File: config.mk
export PLATFORM = sky130hd
export DESIGN_NAME = rr_grant_scheduler
export DESIGN_NICKNAME = d
export VERILOG_FILES = /design/src/rtl/rr_grant_scheduler.sv
export SDC_FILE = /design/constraint.sdc
export NUM_CORES = 1
export LEC_CHECK = 0
export ABC_AREA = 1
export CELL_PAD_IN_SITES_DETAIL_PLACEMENT = 0
export CELL_PAD_IN_SITES_GLOBAL_PLACEMENT = 1
export CORE_UTILIZATION = 39
export CTS_BUF_LIST = sky130_fd_sc_hd__clkbuf_8
export DETAILED_ROUTE_END_ITERATION = 6
export PLACE_DENSITY = 0.93
export SLEW_MARGIN = 20
export SYNTH_ARGS = -nofsm -noshare
export SYNTH_HDL_FRONTEND = slang
export SYNTH_SLANG_ARGS = --single-unit
export TNS_END_PERCENT = 10
File: constraint.sdc
create_clock -name clk -period 4.2 [get_ports clk]
set_input_delay 0.84 -clock clk [delete_from_list [all_inputs] [get_ports clk]]
set_output_delay 0.84 -clock clk [all_outputs]
set_load 0.02 [all_outputs]
File: src/rtl/rr_grant_scheduler.sv
// Round-robin scheduler sharing one resource among 8 requesters with held grants,
// a hold timeout and a two-digit seven-segment owner/status display.
module rr_grant_scheduler #(
  parameter int HOLD_MAX = 16
) (
  input  logic       clk,
  input  logic       rst,
  input  logic [7:0] req,
  input  logic       release_owner,
  output logic [7:0] grant,
  output logic [2:0] gnt_idx,
  output logic       gnt_valid,
  output logic       timeout,
  output logic [7:0] switch_led,
  output logic [7:0] a_to_g_left,
  output logic [7:0] a_to_g_right
);

  typedef enum logic [1:0] {IDLE = 2'd0, GRANT = 2'd1, GAP = 2'd2} state_t;

  localparam logic [7:0] SEG_E     = 8'b10011110;
  localparam logic [7:0] SEG_DP    = 8'b00000001;
  localparam logic [7:0] HOLD_LAST = 8'(HOLD_MAX - 1);

  function automatic logic [7:0] seg7(input logic [2:0] idx);
    logic [7:0] seg;
    case (idx)
      3'd0:    seg = 8'b11111100;
      3'd1:    seg = 8'b01100000;
      3'd2:    seg = 8'b11011010;
      3'd3:    seg = 8'b11110010;
      3'd4:    seg = 8'b01100110;
      3'd5:    seg = 8'b10110110;
      3'd6:    seg = 8'b10111110;
      3'd7:    seg = 8'b11100000;
      default: seg = 8'b00000000;
    endcase
    return seg;
  endfunction

  state_t     state_r, state_n;
  logic [2:0] last_r, last_n;
  logic [7:0] hold_r, hold_n;
  logic [7:0] grant_r, grant_n;
  logic [2:0] idx_r, idx_n;
  logic       valid_r, valid_n;
  logic       timeout_r, timeout_n;
  logic [7:0] led_r, led_n;
  logic [7:0] left_r, left_n;
  logic [7:0] right_r, right_n;

  logic       found_s;
  logic [2:0] win_s;
  logic [2:0] cand_s;
  logic       hit_s;
  logic       owner_done_s;
  logic       expire_s;

  // A dropped request ends the grant exactly like an explicit release.
  assign owner_done_s = release_owner | ~req[idx_r];
  assign expire_s     = (hold_r == HOLD_LAST);

  // Round-robin search starting one past the previous winner, wrapping upward.
  always_comb begin
    found_s = 1'b0;
    win_s   = 3'd0;
    cand_s  = 3'd0;
    hit_s   = 1'b0;
    for (int i = 1; i <= 8; i++) begin
      cand_s  = last_r + i[2:0];
      hit_s   = ~found_s & req[cand_s];
      win_s   = hit_s ? cand_s : win_s;
      found_s = found_s | hit_s;
    end
  end

  // Next-state and next-output logic for the IDLE/GRANT/GAP sequence.
  always_comb begin
    state_n   = state_r;
    last_n    = last_r;
    hold_n    = hold_r;
    grant_n   = grant_r;
    idx_n     = idx_r;
    valid_n   = valid_r;
    timeout_n = 1'b0;
    led_n     = led_r;
    left_n    = left_r;
    right_n   = right_r;
    case (state_r)
      IDLE: begin
        if (found_s) begin
          state_n = GRANT;
          grant_n = 8'b00000001 << win_s;
          led_n   = 8'b00000001 << win_s;
          idx_n   = win_s;
          last_n  = win_s;
          hold_n  = 8'd0;
          valid_n = 1'b1;
          left_n  = seg7(win_s);
          right_n = SEG_DP;
        end else begin
          state_n = IDLE;
        end
      end
      GRANT: begin
        if (owner_done_s || expire_s) begin
          state_n   = GAP;
          grant_n   = 8'd0;
          led_n     = 8'd0;
          valid_n   = 1'b0;
          right_n   = SEG_E;
          timeout_n = expire_s & ~owner_done_s;
        end else begin
          hold_n = hold_r + 8'd1;
        end
      end
      GAP: begin
        state_n = IDLE;
      end
      default: begin
        state_n = IDLE;
        grant_n = 8'd0;
        led_n   = 8'd0;
        valid_n = 1'b0;
        right_n = SEG_E;
      end
    endcase
  end

  // State and registered outputs; reset blanks the left digit until the first grant.
  always_ff @(posedge clk or posedge rst) begin
    if (rst) begin
      state_r   <= IDLE;
      last_r    <= 3'd7;
      hold_r    <= 8'd0;
      grant_r   <= 8'd0;
      idx_r     <= 3'd0;
      valid_r   <= 1'b0;
      timeout_r <= 1'b0;
      led_r     <= 8'd0;
      left_r    <= 8'd0;
      right_r   <= SEG_E;
    end else begin
      state_r   <= state_n;
      last_r    <= last_n;
      hold_r    <= hold_n;
      grant_r   <= grant_n;
      idx_r     <= idx_n;
      valid_r   <= valid_n;
      timeout_r <= timeout_n;
      led_r     <= led_n;
      left_r    <= left_n;
      right_r   <= right_n;
    end
  end

  assign grant        = grant_r;
  assign gnt_idx      = idx_r;
  assign gnt_valid    = valid_r;
  assign timeout      = timeout_r;
  assign switch_led   = led_r;
  assign a_to_g_left  = left_r;
  assign a_to_g_right = right_r;

endmodule

==> out/qor.txt <==
status: finished, final reports clean
Final Cycle Share: 79.4%
Cell Chain, Critical Path: inv_2 > ha_1 > inv_2 > nand3_1 > nand2_1 > nand2_1 > nand2_2 > nand3_1 > nor2_1 > nand3_1 > nand3_1 > nor2_1 > nand3_1 > inv_1 > ha_1 > inv_1 > nand4_1 > nand2_1 > nand2_1 > nand2_1
hold buffer count at CTS: 0
die span in x: 82.1 µm
type of origin of the critical path: flip-flop
CP delay by family, top: simple AND/OR/NAND/NOR gates
Ys Warns: 0
Worst-path clk slew: 0.07 ns
final hold vios: 0
H-tree depth: 2
area delta synth->final: 17.5%
dpl ws: 0.773 ns
RSZ-0062 raised after global routing: false
Unique masters post-synth: 32
vias in the first global route: 2014
number of synthesized flops with an enable pin: 0
Skew-Pair Late Insertion Delay: 0.29 ns
DR vias: 2238
Multi-input gate area: 1310 µm²
synthesized instance count: 347
antenna violations before repair: 0
fill cell count: 624
Slowest-stage cell, CP: dfstp_2
slack of the critical path: 0.865 ns
post-synth top area cell: dfrtp_1
CTS Sinks: 34
CTS max path bufs: 2
setup TNS: 0 ns
cts repair resizes: 0
clock root buffer: clkbuf_8
most instantiated cells after synthesis: 96 x nand2_1, 36 x nand3_1, 34 x nor2_1
crit end category: flip-flop
Die Ht: 82.1 µm
Nets: 396
CP required: 4.43 ns
first-pass iteration count of the detailed router: 4
overall routing resource usage: 18.0%
FF+latch area: 856 µm²
count leader, synth: nand2_1
min Tclk post-route: 3.34 ns
Seq/Total Area, Yosys: 34.2%
largest net degree at the start of global routing: 35
Area contributors post-synth: dfrtp_1 30%, nand2_1 14%, nand3_1 7.2%
Worst Clk Skew: 0.00786 ns
most common flop cell mapped by yosys: dfrtp_1
Port-buffer cells: 44
Rows: 28
Post-CTS Setup Bufs: 0
Placer Congestion: 0.869
Crit Path Category: reg2reg
Post-Syn Area per Cell: 7.22 µm²
#FFs+latches synth: 34
Final setup viols: 0
WP buf/inv: 4
pins over their slew limit: 0
Initial DRC Count: 126
core footprint: 6060 µm²
Ant. Diodes: 0
type of the most critical hold path: reg2reg
CTS tree: done
Post-Route WL: 5410 µm
CTS Buf Count: 5
max-cap violations: 0
share of layout cells above drive strength 1: 9.81%
die area: 6750 µm²
starting density of the core: 41.3%
ANT nets after route: 0
Peak Freq: 300 MHz
ys async rst share: 100%
DP Wirelength: 4180 µm
Mapped Area: 2500 µm²
total grt overflow: 0
vias per cell: 4.95
flop2flop setup slack: 0.86 ns
DRC viols: 0
I/O Pins: 48
top cell type's share of synthesized area: 30.0%
worst-path fanout max: 12
first-pass GRT wire length: 9230 µm
arrival time worst endpoint: 3.56 ns
post-DR wirelength/cell: 12.0 µm
Largest stage delay, worst path: 0.66 ns
==> path summary, 6_finish.rpt <==
| kind | end | start | cells after the start |
|---|---|---|---|
| worst max-delay path | a_to_g_left[4] | last_r[0] | 20 |
| worst min-delay path | a_to_g_left[6] | a_to_g_left[6] | 2 |
| worst max register to register | a_to_g_left[4] | last_r[0] | 20 |
| worst min register to register | a_to_g_left[6] | a_to_g_left[6] | 2 |
| max in group asynchronous | last_r[1] | rst | 3 |
| min in group asynchronous | a_to_g_left[1] | rst | 3 |
==> cells by family (layout without fill, tap and decap cells) <==
group / count (synthesis) / count (layout) / share of synthesized area (%)
compound gates: 32 / 32 / 7.09
other cells: 1 / 3 / 0.150
xor+xnor: 6 / 6 / 2.10
flops: 34 / 34 / 34.2
fa+ha+maj: 9 / 9 / 4.50
buf+inv: 63 / 91 / 13.7
simple gates: 202 / 202 / 38.3
==> registers in the layout (all words and copies together), names as in the netlist <==
register / count
gnt_idx: 3
a_to_g_right: 2
a_to_g_left: 7
timeout: 1
last_r: 3
hold_r: 8
switch_led: 8
state_r: 2
==> worst min-delay path, cell delays in order, from the launching register on <==
cell     delay, ns
dfrtp_1       0.35
nand2_1       0.06
nand2_1       0.05
==> through the flow <==
stage	hold slack (ns)	instances	cell area [µm²]	util, %
3_3_place_gp	0.471	444	2850	47.1
2_1_floorplan	0.520	349	2510	-
6_report	0.492	452	2940	48.6
5_1_grt	0.531	452	2940	48.6
3_5_place_dp	0.469	444	2850	47.1
4_1_cts	0.487	452	2940	48.6
==> cell type report <==
cell class,count,share of cell area (%)
Multi-Input combinational cell,252,44.6
Sequential cell,34,29.1
Timing Repair Buffer,45,15.2
Inverter,38,4.84
Tap cell,75,3.19
Clock buffer,6,2.80
Clock inverter,2,0.297
==> cell usage in the layout, fill, tap and decap left out <==
master           instances
dfrtp_1                 30
nor4_1                   2
a31oi_1                  1
o21bai_1                 1
inv_1                   33
conb_1                   3
ha_1                     9
nor2_8                   1
o22ai_1                  1
o21ai_0                 10
nor2_1                  34
o211ai_1                 2
nand3_2                  6
inv_2                    6
nand3b_1                 3
buf_4                    1
clkdlybuf4s50_1         44
nand3_1                 36
clkbuf_8                 6
o21ai_1                 14
clkinv_2                 1
nand2_2                  7
nand4_1                  9
dfstp_2                  4
a21oi_1                  2
nor3_1                   4
nor2_4                   2
a31oi_2                  1
xor2_1                   4
nand4_4                  1
nand2_4                  1
xnor2_1                  2
nand2_1                 96
==> routing by layer <==
layer	vias up	share of wire [%]	track usage, %
met3	6	4.6	3.41
li1	1155	-	-
met5	-	0	0
met2	52	47	29.3
met4	0	0.79	4.91
met1	1025	48	24.4
Power is left out: the tool's default activity adds up to more than one toggle a clock period on the data nets, which glitch-free logic cannot reach.
